**src/rtl/phase_ack_pkg.sv**
```systemverilog
// phase_ack_pkg: shared dual-rail codes, slot state encoding and code helpers
//   PH_NULL/PH_D0/PH_D1/PH_INV : dual-rail token codes seen on the phase ring
//   slot_state_t               : per-slot handshake state
//   is_data()                  : true for DATA0/DATA1 codes
package phase_ack_pkg;
  localparam logic [1:0] PH_NULL = 2'b00;
  localparam logic [1:0] PH_D0   = 2'b01;
  localparam logic [1:0] PH_D1   = 2'b10;
  localparam logic [1:0] PH_INV  = 2'b11;
  typedef enum logic [1:0] {IDLE, BUSY, ACK_HI, ACK_LO} slot_state_t;
  function automatic logic is_data(input logic [1:0] c);
    return c == PH_D0 || c == PH_D1;
  endfunction
endpackage

```
**src/rtl/phase_slot_fsm.sv**
```systemverilog
// phase_slot_fsm: one ring phase slot - synchronizer, debounce, handshake FSM, done capture, timeout
//   clk, rst            : clock, asynchronous active-high reset
//   i_enable            : allows IDLE to accept a new token
//   i_ph[1:0]           : asynchronous dual-rail token
//   i_done[N-1:0]       : consumer completion pulses
//   o_evt[N-1:0]        : token-arrived pulse to every consumer
//   o_tok_val           : data bit of the last accepted token
//   o_ack               : acknowledge to the ring (high in ACK_HI)
//   o_busy              : slot not in IDLE
//   o_err_code          : invalid code or code change while BUSY (this cycle)
//   o_err_timeout       : slot has waited TIMEOUT cycles in BUSY/ACK_HI (one pulse)
//   o_ack_lo_entry      : slot is entering ACK_LO at the next edge
module phase_slot_fsm
  import phase_ack_pkg::*;
#(
  parameter int N           = 1,
  parameter int SYNC_STAGES = 2,
  parameter int TIMEOUT     = 1024
) (
  input  logic         clk,
  input  logic         rst,
  input  logic         i_enable,
  input  logic [1:0]   i_ph,
  input  logic [N-1:0] i_done,
  output logic [N-1:0] o_evt,
  output logic         o_tok_val,
  output logic         o_ack,
  output logic         o_busy,
  output logic         o_err_code,
  output logic         o_err_timeout,
  output logic         o_ack_lo_entry
);
  localparam int CW = $clog2(TIMEOUT + 1);
  localparam logic [CW-1:0] T_MAX = CW'(TIMEOUT);
  localparam logic [CW-1:0] T_HIT = CW'(TIMEOUT - 1);

  logic [SYNC_STAGES-1:0][1:0] r_sync;
  logic [1:0]    r_prev;
  slot_state_t   r_state, w_next;
  logic [N-1:0]  r_cap, r_evt;
  logic          r_tok;
  logic [CW-1:0] r_cnt;
  logic [1:0]    w_code;
  logic          w_stable, w_inv, w_data, w_null, w_all_done, w_accept, w_timing;

  assign w_code     = r_sync[SYNC_STAGES-1];
  // a code only counts once two consecutive synchronized samples agree
  assign w_stable   = w_code == r_prev;
  assign w_inv      = w_stable && w_code == PH_INV;
  assign w_data     = w_stable && is_data(w_code);
  assign w_null     = w_stable && w_code == PH_NULL;
  assign w_all_done = &(r_cap | i_done);
  assign w_accept   = r_state == IDLE && w_next == BUSY;
  assign w_timing   = r_state == BUSY || r_state == ACK_HI;
  assign o_evt      = r_evt;
  assign o_tok_val  = r_tok;

  always_ff @(posedge clk or posedge rst) begin
    if (rst) r_state <= IDLE;
    else     r_state <= w_next;
  end

  // an INVALID code freezes the slot wherever it is
  always_comb begin
    w_next = w_inv                                   ? r_state :
             (r_state == IDLE && w_data && i_enable) ? BUSY    :
             (r_state == BUSY && w_all_done)         ? ACK_HI  :
             (r_state == ACK_HI && w_null)           ? ACK_LO  :
             (r_state == ACK_LO)                     ? IDLE    : r_state;
  end

  always_comb begin
    o_ack          = r_state == ACK_HI;
    o_busy         = r_state != IDLE;
    o_err_code     = w_inv || (r_state == BUSY && w_data && w_code[1] != r_tok);
    o_err_timeout  = w_timing && r_cnt == T_HIT;
    o_ack_lo_entry = r_state == ACK_HI && w_next == ACK_LO;
  end

  always_ff @(posedge clk or posedge rst) begin
    if (rst) begin
      r_sync <= '0;
      r_prev <= PH_NULL;
      r_cap  <= '0;
      r_evt  <= '0;
      r_tok  <= 1'b0;
      r_cnt  <= '0;
    end else begin
      r_sync <= {r_sync[SYNC_STAGES-2:0], i_ph};
      r_prev <= w_code;
      // capture is zero outside BUSY, so it starts clean on every new token
      r_cap  <= (r_state == BUSY) ? (r_cap | i_done) : '0;
      r_evt  <= {N{w_accept}};
      r_tok  <= w_accept ? w_code[1] : r_tok;
      // saturates at TIMEOUT so the timeout pulse fires once per wait
      r_cnt  <= (w_next != r_state)          ? '0            :
                (w_timing && r_cnt != T_MAX) ? r_cnt + 1'b1  : r_cnt;
    end
  end
endmodule

```
**src/rtl/phase_ack_ctrl.sv**
```systemverilog
// phase_ack_ctrl: sequences the three-stage dual-rail phase ring and its acknowledges
//   clk, rst                 : clock, asynchronous active-high reset
//   enable                   : lets idle slots accept tokens
//   clear_err                : clears the sticky error flags
//   ph0_i/ph1_i/ph2_i        : asynchronous dual-rail phase tokens
//   evt0_o/evt1_o/evt2_o     : token-arrived pulses to the consumers
//   tok_val_o                : data bit last accepted per slot
//   done0_i/done1_i/done2_i  : consumer completion pulses
//   ack_ph01_o..ack_ph03_o   : ring ackInPH01..03 (slot 0)
//   ack_ph1_o, ack_ph2_o     : ring ackInPH1, ackInPH2
//   rev_cnt_o                : completed revolutions (slot 2 entering ACK_LO)
//   err_code_o, err_timeout_o: sticky error flags
//   slot_busy_o              : per-slot not-IDLE
module phase_ack_ctrl
  import phase_ack_pkg::*;
#(
  parameter int SYNC_STAGES = 2,
  parameter int TIMEOUT     = 1024,
  parameter int CNT_W       = 16
) (
  input  logic             clk,
  input  logic             rst,
  input  logic             enable,
  input  logic             clear_err,
  input  logic [1:0]       ph0_i,
  input  logic [1:0]       ph1_i,
  input  logic [1:0]       ph2_i,
  output logic [2:0]       evt0_o,
  output logic             evt1_o,
  output logic             evt2_o,
  output logic [2:0]       tok_val_o,
  input  logic [2:0]       done0_i,
  input  logic             done1_i,
  input  logic             done2_i,
  output logic             ack_ph01_o,
  output logic             ack_ph02_o,
  output logic             ack_ph03_o,
  output logic             ack_ph1_o,
  output logic             ack_ph2_o,
  output logic [CNT_W-1:0] rev_cnt_o,
  output logic             err_code_o,
  output logic             err_timeout_o,
  output logic [2:0]       slot_busy_o
);
  logic [2:0]       w_err_code, w_err_to;
  logic             w_ack0, w_rev_tick;
  logic [1:0]       w_lo_unused;
  logic [CNT_W-1:0] r_rev;
  logic             r_err_code, r_err_to;

  phase_slot_fsm #(.N(3), .SYNC_STAGES(SYNC_STAGES), .TIMEOUT(TIMEOUT)) u_slot0 (
    .clk(clk), .rst(rst), .i_enable(enable), .i_ph(ph0_i), .i_done(done0_i),
    .o_evt(evt0_o), .o_tok_val(tok_val_o[0]), .o_ack(w_ack0), .o_busy(slot_busy_o[0]),
    .o_err_code(w_err_code[0]), .o_err_timeout(w_err_to[0]), .o_ack_lo_entry(w_lo_unused[0])
  );

  phase_slot_fsm #(.N(1), .SYNC_STAGES(SYNC_STAGES), .TIMEOUT(TIMEOUT)) u_slot1 (
    .clk(clk), .rst(rst), .i_enable(enable), .i_ph(ph1_i), .i_done(done1_i),
    .o_evt(evt1_o), .o_tok_val(tok_val_o[1]), .o_ack(ack_ph1_o), .o_busy(slot_busy_o[1]),
    .o_err_code(w_err_code[1]), .o_err_timeout(w_err_to[1]), .o_ack_lo_entry(w_lo_unused[1])
  );

  phase_slot_fsm #(.N(1), .SYNC_STAGES(SYNC_STAGES), .TIMEOUT(TIMEOUT)) u_slot2 (
    .clk(clk), .rst(rst), .i_enable(enable), .i_ph(ph2_i), .i_done(done2_i),
    .o_evt(evt2_o), .o_tok_val(tok_val_o[2]), .o_ack(ack_ph2_o), .o_busy(slot_busy_o[2]),
    .o_err_code(w_err_code[2]), .o_err_timeout(w_err_to[2]), .o_ack_lo_entry(w_rev_tick)
  );

  assign ack_ph01_o    = w_ack0;
  assign ack_ph02_o    = w_ack0;
  assign ack_ph03_o    = w_ack0;
  assign rev_cnt_o     = r_rev;
  assign err_code_o    = r_err_code;
  assign err_timeout_o = r_err_to;

  // a fresh error event in the clearing cycle keeps the flag set
  always_ff @(posedge clk or posedge rst) begin
    if (rst) begin
      r_rev      <= '0;
      r_err_code <= 1'b0;
      r_err_to   <= 1'b0;
    end else begin
      r_rev      <= r_rev + CNT_W'(w_rev_tick);
      r_err_code <= (|w_err_code) || (r_err_code && !clear_err);
      r_err_to   <= (|w_err_to) || (r_err_to && !clear_err);
    end
  end
endmodule

```
**config.mk**
```make
export PLATFORM = sky130hd
export DESIGN_NAME = phase_ack_ctrl
export DESIGN_NICKNAME = d
export VERILOG_FILES = /design/src/rtl/phase_ack_pkg.sv /design/src/rtl/phase_slot_fsm.sv /design/src/rtl/phase_ack_ctrl.sv
export SDC_FILE = /design/constraint.sdc
export NUM_CORES = 1
export LEC_CHECK = 0
export ABC_AREA = 1
export CORE_ASPECT_RATIO = 1.5
export CORE_UTILIZATION = 35
export CTS_CLUSTER_SIZE = 20
export DETAILED_ROUTE_END_ITERATION = 16
export HOLD_SLACK_MARGIN = 0.02
export PLACE_DENSITY_LB_ADDON = 0.1
export SYNTH_ARGS = -nofsm -noshare
export SYNTH_HDL_FRONTEND = slang
export SYNTH_SLANG_ARGS = --single-unit
export TNS_END_PERCENT = 30
```
**constraint.sdc**
```tcl
create_clock -name clk -period 4.5 [get_ports clk]
set_input_delay 0.675 -clock clk [delete_from_list [all_inputs] [get_ports clk]]
set_output_delay 0.675 -clock clk [all_outputs]
set_load 0.02 [all_outputs]
```
== Yosys cells after proc, flatten, opt, wreduce, memory -nomap -nowiden ==
Index checks and enable logic that the tools add are counted.
W data, S select, Z words.
Cells by class
  $add $sub $neg: 4
  eq/ne operators: 37
  muxes and demuxes: 24
  bitwise gates (word level): 3
  reduce and logical (&&, ||, !) cells: 66
Operators by type and width (count)
  $mux W11: 6
  $logic_and A1 B1 Y1: 39
  $add A11 B1 Y11 const B: 3
  $eq A11 B10 Y1 const B: 3
  $ne A11 B11 Y1 const B: 3
  $mux W2: 15
  $eq A2 B2 Y1 const B: 13
  $eq A2 B1 Y1 const B: 9
  $add A16 B1 Y16: 1
  $logic_not A2 Y1: 6
  $reduce_bool A2 Y1: 6
  $logic_or A1 B1 Y1: 11
  $eq A2 B2 Y1: 3
  $ne A2 B2 Y1: 3
  $reduce_or A3 Y1: 2
  $mux W3: 1
  $ne A1 B1 Y1: 3
  $or A3 B3 Y3: 1
  $reduce_and A3 Y1: 1
  $mux W1: 2
  $or A1 B1 Y1: 2
  $logic_not A1 Y1: 1
Storage, ports and cells
  flip-flop bits (word level): 86
  input bits: 15
  output and inout port bits: 34
  word-level logic and storage cells: 161

== Depth between registers and ports, before layout ==
Gate-level depths: netlist (run 1).
  depth in word-level cells: 10
  gate-level depth with buffers: 19
  mapped depth without buffers: 19

== Hierarchy ==
Synthesis (run 1) repeated with hierarchy kept, for this count alone.
Unflattened totals
  cell total of the unflattened synthesis: 568
  area total of the unflattened synthesis: 5072.4 µm²
Modules (own cells, without submodules)
  phase_slot_fsm at u_slot1 ...: instances 2, cells an instance 153, area each 1360.1 µm²
  phase_slot_fsm at u_slot0: instances 1, cells an instance 161, area each 1438.9 µm²
  phase_ack_ctrl: instances 1, cells an instance 101, area each 913.4 µm²

== Worst setup path after synthesis (run 1) ==
OpenSTA, ideal clock, no wires.
  path type: flip-flop to flip-flop
  start point: register u_slot2.r_state[0]
  end point: register r_rev[14] (netlist: rev_cnt_o[14])
  data arrival time: 2548 ps
  required time: 4420 ps
  setup slack: 1873 ps
  cell stages (with the launch flop): 20
  path buffers: 0
  cells stage by stage: dfrtp_1 > inv_1 > ha_1 > nand2_1 > inv_1 > nand3_1 > nand2_1 > nand2_2 > nand2_1 > nand2_1 > nor2_1 > ha_1 > ha_1 > nand3_1 > nor2_1 > nand4_1 > nor2_1 > nand3_1 > nor2_1 > xor2_1
Between the ends
  longest elaborated chain between the ends: 9
  elaborated cells on any way between the ends: 16
  those cells by class: add/sub (1); eq/ne (4); mux (5); reduce/logical (6)
RTL lines
  start: declaration: line phase_slot_fsm.sv:39  | slot_state_t r_state, w_next;
  start signal: assignment: line phase_slot_fsm.sv:60  | else r_state <= w_next;
  $eq A2 B2 Y1 (*)
  net ack_ph2_o: line phase_ack_ctrl.sv:39  | output logic ack_ph2_o,
  $logic_and A1 B1 Y1: line phase_slot_fsm.sv:68  | (r_state == ACK_HI && w_null) ? ACK_LO :
  $mux W2: line phase_slot_fsm.sv:68
  $mux W2: line phase_slot_fsm.sv:67  | (r_state == BUSY && w_all_done) ? ACK_HI :
  $mux W2: line phase_slot_fsm.sv:66  | (r_state == IDLE && w_data && i_enable) ? BUSY :
  $mux W2: line phase_slot_fsm.sv:65  | w_next = w_inv ? r_state :
  $eq A2 B2 Y1: line phase_slot_fsm.sv:77  | o_ack_lo_entry = r_state == ACK_HI && w_next == ACK_LO;
  $logic_and A1 B1 Y1 (*): line phase_slot_fsm.sv:77
  $add A16 B1 Y16 (*): line phase_ack_ctrl.sv:83  | r_rev <= r_rev + CNT_W'(w_rev_tick);
  end signal: assignment: line phase_ack_ctrl.sv:83
  end: declaration: line phase_ack_ctrl.sv:48  | logic [CNT_W-1:0] r_rev;
Mark *: on every way through the listed nets, which the timed path passes. The rest lies on a longest branch.
A chain may end at the register's enable or synchronous reset.

== Worst setup path after layout (run 1) ==
  start point: register u_slot2.r_state[0]
  end point: register r_rev[14] (netlist: rev_cnt_o[14])
Between the ends
  longest elaborated chain between the ends: 9
  elaborated cells on any way between the ends: 16
  those cells by class: add/sub (1); eq/ne (4); mux (5); reduce/logical (6)
RTL lines (line)
  $eq A2 B2 Y1 (on tied branches): phase_slot_fsm.sv:69, phase_slot_fsm.sv:68, phase_slot_fsm.sv:77
  $mux W2 / $logic_and A1 B1 Y1 (equally long branches): phase_slot_fsm.sv:69, phase_slot_fsm.sv:68
  $mux W2: phase_slot_fsm.sv:68
  $mux W2: phase_slot_fsm.sv:67
  $mux W2: phase_slot_fsm.sv:66
  $mux W2: phase_slot_fsm.sv:65
  $eq A2 B2 Y1: phase_slot_fsm.sv:77
  $logic_and A1 B1 Y1 (*): phase_slot_fsm.sv:77
  $add A16 B1 Y16 (*): phase_ack_ctrl.sv:83
Mark *: on every way between the ends. The rest lies on a longest branch, timed or not.

==> flow_summary.json, run 1 <==
{
  "place_hpwl_um": 7510,
  "fin_crit_sh_pct": 63.0,
  "syn-instance-count": 560,
  "cts.sinks": 86,
  "layout_common_cells": "nand2_1, inv_1, dfrtp_1, nand3_1, nor2_1",
  "n_fill_cell": 1353,
  "drive_gt1_share_pct": 12.9,
  "seq_area_frac_synth_pct": 44.9,
  "hold_viol_final": 0,
  "end_kind": "flip-flop",
  "total_power_mw": 2.85,
  "setup-violations-final": 0,
  "ctsHoldBuffers": 0,
  "place_congestion": 0.827,
  "portBuffers": 48,
  "setup_tns_ns": 0,
  "cts.htree.levels": 3,
  "power.density_nw_per_um2": 503,
  "drtIter0Drc": 119,
  "clkLatencyLatePin_ns": 0.34,
  "yosysWarnings": 0,
  "cts_setup_buffers": 0,
  "grt_util_all_layers_pct": 15.4,
  "initial_utilization_pct": 35.7,
  "timing.hold.ws_ns": 0.351,
  "wl_um": 9980,
  "drc": 0,
  "synth_area_um2": 4790,
  "via_count": 3648,
  "fin_worst_skew_ns": 0.00956,
  "post_cts_resized": 0,
  "grt_pass1_wl_um": 17800,
  "nets": 645,
  "avgSynthCellArea_um2": 8.55,
  "instances_no_fill": 773,
  "cap_violations": 0,
  "clk_pin_slew_ns": 0.07,
  "cts-root-buf": "clkbuf_16",
  "drv_slew": 0,
  "grt_pass1_vias": 3848,
  "row_count": 52,
  "syn_to_final_growth_pct": 18.4,
  "wl_per_cell_um": 12.9,
  "synth_area_leaders": "dfrtp_1, nand2_1, inv_1, ha_1, nand3_1",
  "die_x_um": 97.5,
  "pin_count": 49,
  "design.core.area_um2": 13400,
  "ir_drop_mv": 0.185,
  "startpoint_type": "flip-flop",
  "dp_cells": 757,
  "status": "completed",
  "cts_tree": "done",
  "tightest_slew_ns": 0.797,
  "netlist-cell-type-count": 30,
  "dieArea_um2": 14200,
  "clockBufferDepth": 2,
  "layout_min_cycle_time_ns": 2.84,
  "crit_type": "reg -> reg",
  "hold_class": "reg -> reg",
  "slew_headroom_pct": 46.8,
  "fmax_ghz": 0.353,
  "rsz0062_at_grt": "no",
  "final_common_cell": "nand2_1",
  "grt_max_degree": 45,
  "grt-ovfl-total": 0,
  "syn_nets": 599,
  "antenna_found_initial": 0,
  "worstPathRequired_ns": 4.77,
  "final_core_util_pct": 42.3,
  "synth_top_area_share_pct": 44.9,
  "crit_path_max_fanout": 5,
  "firstDrtPassIters": 4,
  "arrival_ns": 3.10,
  "vias_per_cell": 4.72,
  "yosysTopAreaCell": "dfrtp_1",
  "ys_ff_latch": 86,
  "die_h_um": 145,
  "antenna-diode-count": 0,
  "p_leak_nw": 2.67,
  "drt.antenna.violating_nets": 0,
  "cts_buffers": 9
}
[stage by stage]
| stage | setup slack, ns | area, µm² |
|---|---|---|
| after floorplan | 1.60 | 4790 |
| after global placement | 1.32 | 5360 |
| after detailed placement | 1.28 | 5360 |
| after CTS | 1.61 | 5670 |
| after global routing | 1.24 | 5670 |
| final | 1.66 | 5670 |
[layout make-up]
| type | instances | area [µm²] | share of cell area (%) |
|---|---|---|---|
| sequential | 86 | 2150 | 38.0 |
| multi-input combinational | 363 | 2150 | 37.9 |
| timing repair buffer | 50 | 495 | 8.74 |
| inverter | 96 | 362 | 6.38 |
| clock buffer | 11 | 243 | 4.28 |
| tap | 162 | 203 | 3.58 |
| clock inverter | 5 | 65.1 | 1.15 |
[flip-flops by register name, indices dropped and copies added (netlist names), 3 cells and up]
signal	count
u_slot0.r_cap	3
u_slot1.r_cnt	11
rev_cnt_o	16
u_slot0.r_cnt	11
u_slot2.r_cnt	11
[routing by layer]
metal	routed length, µm	up-vias	track usage, %
met3	267	14	2.84
li1	-	1833	-
met4	180	0	5.81
met1	3980	1754	16.7
met2	5550	47	29.2
met5	0	-	0
[kinds of logic after synthesis]
group	after synthesis	synth area share, %
compound gates	20	2.43
xor+xnor	34	6.85
fa+ha+maj	24	6.27
buf+inv	111	10.2
flops	86	44.9
simple gates	285	29.3
[cell usage after synthesis]
| library cell | count |
|---|---|
| nand3_2 | 5 |
| a22oi_1 | 1 |
| xnor2_1 | 10 |
| nand4_1 | 15 |
| nand3_1 | 54 |
| inv_1 | 87 |
| nor2_1 | 51 |
| nand2_1 | 103 |
| a21oi_1 | 3 |
| o21ai_0 | 8 |
| nor4_1 | 1 |
| nand3b_1 | 1 |
| o21ai_1 | 3 |
| a21oi_2 | 1 |
| xor2_1 | 20 |
| nand4_2 | 1 |
| buf_6 | 4 |
| xnor2_2 | 4 |
| nor3b_1 | 1 |
| dfrtp_1 | 86 |
| nand3b_4 | 1 |
| buf_4 | 11 |
| nand2_2 | 6 |
| nor2_2 | 22 |
| nor3_1 | 10 |
| ha_1 | 24 |
| or2_1 | 2 |
| inv_2 | 9 |
| o21bai_1 | 4 |
| nor3_2 | 12 |
[critical path: stages (launching register included)]
cell	delay, ns
dfrtp_1	0.43
inv_1	0.12
ha_1	0.26
nand2_1	0.08
inv_1	0.06
nand3_1	0.08
nand2_1	0.09
nand2_2	0.06
nand2_1	0.07
nand2_1	0.10
nor2_1	0.13
ha_1	0.17
ha_1	0.19
nand3_1	0.11
nor2_1	0.14
nand4_1	0.14
nor2_1	0.15
nand3_1	0.12
nor2_1	0.13
xor2_1	0.15
[worst paths after layout]
path	from	end	slack (ns)	cells past startpoint
max	u_slot2.r_state[0]	rev_cnt_o[14]	1.66	19
min	u_slot1.r_sync[0]	u_slot1.w_code[0]	0.35	0
max reg2reg	u_slot2.r_state[0]	rev_cnt_o[14]	1.66	19
min reg2reg	u_slot1.r_sync[0]	u_slot1.w_code[0]	0.35	0
max in group asynchronous	rst	u_slot0.r_cap[1]	2.88	3
min in group asynchronous	rst	u_slot2.r_cnt[5]	0.79	2
[where the power goes]
group / total [mW] / switching [mW] / leakage (nW) / internal (mW)
logic: 1.12 / 0.741 / 1.40 / 0.377
clock network: 0.769 / 0.317 / 0.151 / 0.452
registers: 0.967 / 0.0897 / 1.12 / 0.877
total: 2.85 / 1.15 / 2.67 / 1.71
Power figures use the tool's default switching activity.
==> run 2: changes to the inputs <==
==> constraint.sdc (replaced) <==
create_clock -name clk -period 2.3 [get_ports clk]
set_input_delay 0.345 -clock clk [delete_from_list [all_inputs] [get_ports clk]]
set_output_delay 0.345 -clock clk [all_outputs]
set_load 0.02 [all_outputs]
==> run 2 against run 1 <==
  * The flow now finishes with violations (setup timing)
  * Utilization up 4.2 points
  * Combinational power is 140% higher
  * Count of clock-buffer cells in the layout is 1 lower
  * Critical endpoint unchanged
  * Cell area grew 10%
  * Flip-flop and latch count is the same
  * Largest power group unchanged
==> flow_summary.json, run 2 (same netlist as run 1, synthesis figures left out) <==
{
  "status": "finished, violations left",
  "violations": "setup timing",
  "grt_util_all_layers_pct": 15.0,
  "dr_wl_met2_um": 5600,
  "portBuffers": 48,
  "internal_power_mw": 3.80,
  "ff2ff_path_depth": 18,
  "ir_drop_mv": 0.405,
  "clk_pin_slew_ns": 0.06,
  "p_leak_nw": 2.89,
  "cts_tree": "done",
  "clockBufferDepth": 2,
  "arrival_ns": 2.76,
  "grt_max_degree": 50,
  "met1_length_um": 4140,
  "hold_path_depth": 0,
  "drc": 0,
  "place_hpwl_um": 7320,
  "antenna-diode-count": 0,
  "instances_no_fill": 816,
  "ctsHoldBuffers": 0,
  "place_area_um2": 5540,
  "regToRegEndpoint": "rev_cnt_o[14]",
  "rrSetupSlack_ns": -0.20,
  "via_count": 3801,
  "routed-wl-met3_um": 297,
  "end_kind": "flip-flop",
  "clkPwrFrac_pct": 25.5,
  "final_common_cell": "nand2_1",
  "multi_input_area_um2": 2340,
  "layout_common_cells": "nand2_1, dfrtp_1, inv_1, nand3_1, clkdlybuf4s50_1",
  "fin_crit_sh_pct": 109,
  "tightest_slew_ns": 0.635,
  "fin_ws_ns": -0.198,
  "min-delay-start": "u_slot1.r_sync[0]",
  "nets": 689,
  "seqCellArea_um2": 2160,
  "pin_count": 49,
  "rsz0062_at_grt": "yes",
  "cts.htree.levels": 3,
  "wl_um": 10300,
  "r2r_start": "u_slot2.r_state[0]",
  "final_area_um2": 6240,
  "hold_viol_final": 0,
  "p_seq_share_pct": 30.8,
  "holdPathEnd": "u_slot1.w_code[0]",
  "total_power_mw": 6.15,
  "clkLatencyLatePin_ns": 0.34,
  "row_count": 52,
  "swShare_pct": 38.3,
  "fin_worst_skew_ns": 0.00919,
  "cap_violations": 0,
  "crit_path_max_fanout": 4,
  "worstPathRequired_ns": 2.56,
  "hold_class": "reg -> reg",
  "p_comb_share_pct": 43.7,
  "largest_reg_flops": 16,
  "grt_pass1_vias": 3771,
  "dieArea_um2": 14200,
  "die_h_um": 145,
  "power.density_nw_per_um2": 986,
  "p_switching_mw": 2.35,
  "n_fill_cell": 1324,
  "wl_per_cell_um": 12.6,
  "die_x_um": 97.5,
  "drive_gt1_share_pct": 24.5,
  "startpoint_type": "flip-flop",
  "fmax_ghz": 0.400,
  "drt.antenna.violating_nets": 0,
  "grt-ovfl-total": 0,
  "setup-violations-final": 9,
  "syn_to_final_growth_pct": 30.3,
  "grt_pass1_wl_um": 17200,
  "drtIter0Drc": 127,
  "layout_min_cycle_time_ns": 2.50,
  "vias_per_cell": 4.66,
  "final_core_util_pct": 46.5,
  "dp_cells": 779,
  "firstDrtPassIters": 4,
  "highest_layer": "met4",
  "initial_utilization_pct": 35.7,
  "drv_slew": 0,
  "design.core.area_um2": 13400,
  "cts_buffers": 9,
  "place_congestion": 0.843,
  "antenna_found_initial": 0,
  "slew_headroom_pct": 57.7,
  "cts.sinks": 86,
  "cts-root-buf": "clkbuf_16",
  "crit_type": "reg -> reg"
}
-- run 2: cell types whose count changed in the layout (fill, tap and decap cells not counted), moves of 5 or more --
cell	previous run	this run
nand2_2	6	12
nor2_1	51	45
nand2_1	103	97
ha_1	24	16
nand3_1	54	49
buf_4	2	43
ha_4	0	6
inv_1	86	81
nor2_2	22	27
-- run 2: critical path, stage by stage (launching register included) --
cell and delay, ns:
dfrtp_2 0.43, inv_4 0.07, ha_4 0.17, nand2_2 0.08, inv_1 0.04, nand4_1 0.12, nand3_2 0.12, nand2_2 0.10
nand2_1 0.05, nor2_1 0.09, ha_2 0.21, ha_4 0.14, nand3_4 0.07, nor2_4 0.09, nand4_1 0.13, nor2_2 0.15
nand3_2 0.10, nor2_2 0.10, xor2_1 0.15
-- run 2: worst max path at each step --
stage                  startpoint             to  cells past startpoint
6_report       u_slot2.r_state[0]  rev_cnt_o[14]                     18
5_1_grt        u_slot2.r_state[0]  rev_cnt_o[14]                     19
4_1_cts         u_slot2.w_code[1]  rev_cnt_o[14]                     17
3_5_place_dp              done2_i  rev_cnt_o[14]                     17
3_3_place_gp              done2_i  rev_cnt_o[14]                     17
2_1_floorplan  u_slot2.r_state[0]  rev_cnt_o[14]                     19
-- run 2: routing by layer --
metal	vias up	GRT usage, %
met5	-	0
met4	0	5.07
met3	18	3.23
met2	53	27.7
met1	1810	16.8
li1	1920	-
-- run 2: what timing repair did --
action	CTS	global route
endpoints found under the setup margin	8	13
pin swaps	11	23
resized for setup	11	39
setup buffers	11	12
-- run 2: power groups by stage --
stage	logic, mW	registers (mW)	clock network (mW)
6_report	2.69	1.89	1.57
5_1_grt	2.97	1.93	1.67
4_1_cts	2.53	1.88	1.62
3_5_place_dp	2.48	1.90	0
3_3_place_gp	2.46	1.90	0
2_1_floorplan	1.72	1.93	0
-- run 2: layout make-up --
type | instances | share of cell area [%]
clock buffer | 10 | 3.83
clock inverter | 5 | 1.32
inverter | 96 | 5.92
multi-input combinational | 363 | 37.6
sequential | 86 | 34.6
tap | 162 | 3.25
timing repair buffer | 94 | 13.6
-- run 2: stage by stage --
stage / hold slack [ns] / setup TNS, ns / setup WS, ns
floorplan: 0.331 / -0.779 / -0.263
global placement: 0.335 / -2.38 / -0.454
detailed placement: 0.337 / -3.13 / -0.541
CTS: 0.351 / -1.38 / -0.327
global route: 0.358 / -2.80 / -0.394
finish: 0.350 / -1.02 / -0.198
==> run 3: changes to the inputs <==
--- a/config.mk
+++ b/config.mk
@@ -10,6 +10,7 @@
 export CORE_UTILIZATION = 35
 export CTS_CLUSTER_SIZE = 20
 export DETAILED_ROUTE_END_ITERATION = 16
+export DONT_BUFFER_PORTS = 1
 export HOLD_SLACK_MARGIN = 0.02
 export PLACE_DENSITY_LB_ADDON = 0.1
 export SYNTH_ARGS = -nofsm -noshare
==> run 3 against run 2 <==
  * Flip-flop and latch count did not move
  * Clock skew rose by 0.0016 ns
  * Sequential power rose by 5%
  * Power fell by 2.9%
  * Die area did not move
  * The flow still finishes with violations (setup timing)
  * First-iteration DRC count fell by 19%
  * Fmax fell by 3.7%
==> flow_summary.json, run 3 (same netlist as run 1, synthesis figures left out) <==
{
  "crit_path_max_fanout": 5,
  "vias_per_cell": 4.71,
  "dieArea_um2": 14200,
  "end_kind": "flip-flop",
  "cts.htree.levels": 3,
  "fin_worst_skew_ns": 0.0108,
  "p_leak_nw": 2.83,
  "cpMaxStageDelayCell": "dfrtp_2",
  "p_switching_mw": 2.39,
  "tightest_slew_ns": 0.598,
  "grt_pass1_vias": 3652,
  "instances_no_fill": 788,
  "total_power_mw": 5.97,
  "timing.hold.ws_ns": 0.0383,
  "layout_common_cells": "nand2_1, dfrtp_1, inv_1, nand3_1, nor2_1",
  "nets": 660,
  "slew_headroom_pct": 60.1,
  "ir_drop_mv": 0.439,
  "design.core.area_um2": 13400,
  "final_common_cell": "nand2_1",
  "power.density_nw_per_um2": 1000,
  "row_count": 52,
  "cap_violations": 0,
  "syn_to_final_growth_pct": 24.5,
  "place_congestion": 0.780,
  "die_h_um": 145,
  "drive_gt1_share_pct": 27.0,
  "drc": 0,
  "initial_utilization_pct": 35.7,
  "final_core_util_pct": 44.5,
  "pin_count": 49,
  "violations": "setup timing",
  "rsz0062_at_grt": "yes",
  "startpoint_type": "flip-flop",
  "setup-violations-final": 10,
  "largest_reg_flops": 16,
  "cts.sinks": 86,
  "status": "finished, violations left",
  "cts_buffers": 9,
  "firstDrtPassIters": 4,
  "hold_class": "in -> async",
  "die_x_um": 97.5,
  "via_count": 3711,
  "setup_tns_ns": -2.06,
  "p_comb_share_pct": 40.1,
  "fmax_ghz": 0.385,
  "multi_input_area_um2": 2350,
  "wl_um": 10400,
  "drv_slew": 0,
  "drt.antenna.violating_nets": 0,
  "arrival_ns": 2.81,
  "hold_viol_final": 0,
  "crit_type": "reg -> reg",
  "pre_cts_slack_ns": -0.467,
  "drtIter0Drc": 103,
  "n_fill_cell": 1297,
  "clockBufferDepth": 2,
  "fin_ws_ns": -0.296,
  "cts_tree": "done",
  "grt-ovfl-total": 0,
  "wl_per_cell_um": 13.2,
  "path_cells": "xnor2_4, nand3_4, inv_4, nor2_2, nand2_1, nand2_1, nor2_2, ha_2, buf_6, nand3_4, nor2_4, nand4_1, nor2_2, nand4_1, xnor2_1",
  "final_area_um2": 5960,
  "grt_max_degree": 46,
  "swShare_pct": 40.1,
  "antenna-diode-count": 0,
  "worstPathRequired_ns": 2.52,
  "grt_pass1_wl_um": 17400,
  "portBuffers": 0,
  "fin_crit_sh_pct": 113,
  "clkLatencyLatePin_ns": 0.33,
  "max_stage_delay_ns": 0.48,
  "dp_cells": 736,
  "place_area_um2": 5090,
  "grt_util_all_layers_pct": 15.2,
  "internal_power_mw": 3.58,
  "crit_top_cell": "nor2_2",
  "clk_pin_slew_ns": 0.07,
  "layout_min_cycle_time_ns": 2.60,
  "clkPwrFrac_pct": 26.6,
  "place_hpwl_um": 7280,
  "cts-root-buf": "clkbuf_16",
  "seqCellArea_um2": 2150,
  "p_seq_share_pct": 33.3,
  "antenna_found_initial": 0,
  "rrSetupSlack_ns": -0.30
}
[run 3: cell count changes in the layout (fill, tap and decap cells not counted), moves of 2 or more]
cell,delta
clkdlybuf4s50_1,-48
buf_6,+16
dlygate4sd3_1,+6
buf_4,-2
ha_1,+2
ha_4,-2
nand2_2,-2
[run 3: power groups by stage]
stage / Clock (mW) / Combinational [mW] / Sequential, mW
after global routing: 1.70 / 2.66 / 2.03
final: 1.59 / 2.40 / 1.99
after detailed placement: 0 / 2.05 / 2.01
after CTS: 1.64 / 2.28 / 1.99
after floorplan: 0 / 1.72 / 1.93
after global placement: 0 / 2.05 / 2.00
[run 3: area by class of cell]
cell class                      instances  share of cell area (%)
Clock buffer                           10                    3.84
Clock inverter                          6                    1.57
Inverter                               96                    6.15
Multi-Input combinational cell        363                    39.3
Sequential cell                        86                    36.1
Tap cell                              162                    3.40
Timing Repair Buffer                   65                    9.57
[run 3: worst max-delay path: cells and delay by family, from the launching register on]
family        cells  cell delay, ns
xor+xnor          2            0.44
fa+ha+maj         1            0.22
buf+inv           2            0.20
flops             1            0.48
simple gates     10            1.14
[run 3: per-layer routing]
metal  global-route usage (%)  share of wire, %
met5                        0                 0
met4                     6.25               2.6
met3                     3.08               2.7
met2                     27.6                54
met1                     17.2                41
[run 3: what timing repair did]
item                       in CTS  in global routing
setup endpoints to repair      10                 12
pin swaps                      14                 18
hold buffers                    2                  4
resized for setup              34                 30
buffers inserted               25                  5
hold endpoints to repair        2                  4
[run 3: final timing paths]
check / startpoint / to / depth (start not counted)
max: u_slot2.w_code[1] / rev_cnt_o[15] / 15
min: rst / u_slot1.r_cap / 2
max reg2reg: u_slot2.w_code[1] / rev_cnt_o[15] / 15
min reg2reg: u_slot2.r_sync[1] / u_slot2.w_code[1] / 0
max in group asynchronous: rst / u_slot2.w_code[1] / 2
min in group clk: done0_i[2] / u_slot0.r_cap[2] / 2
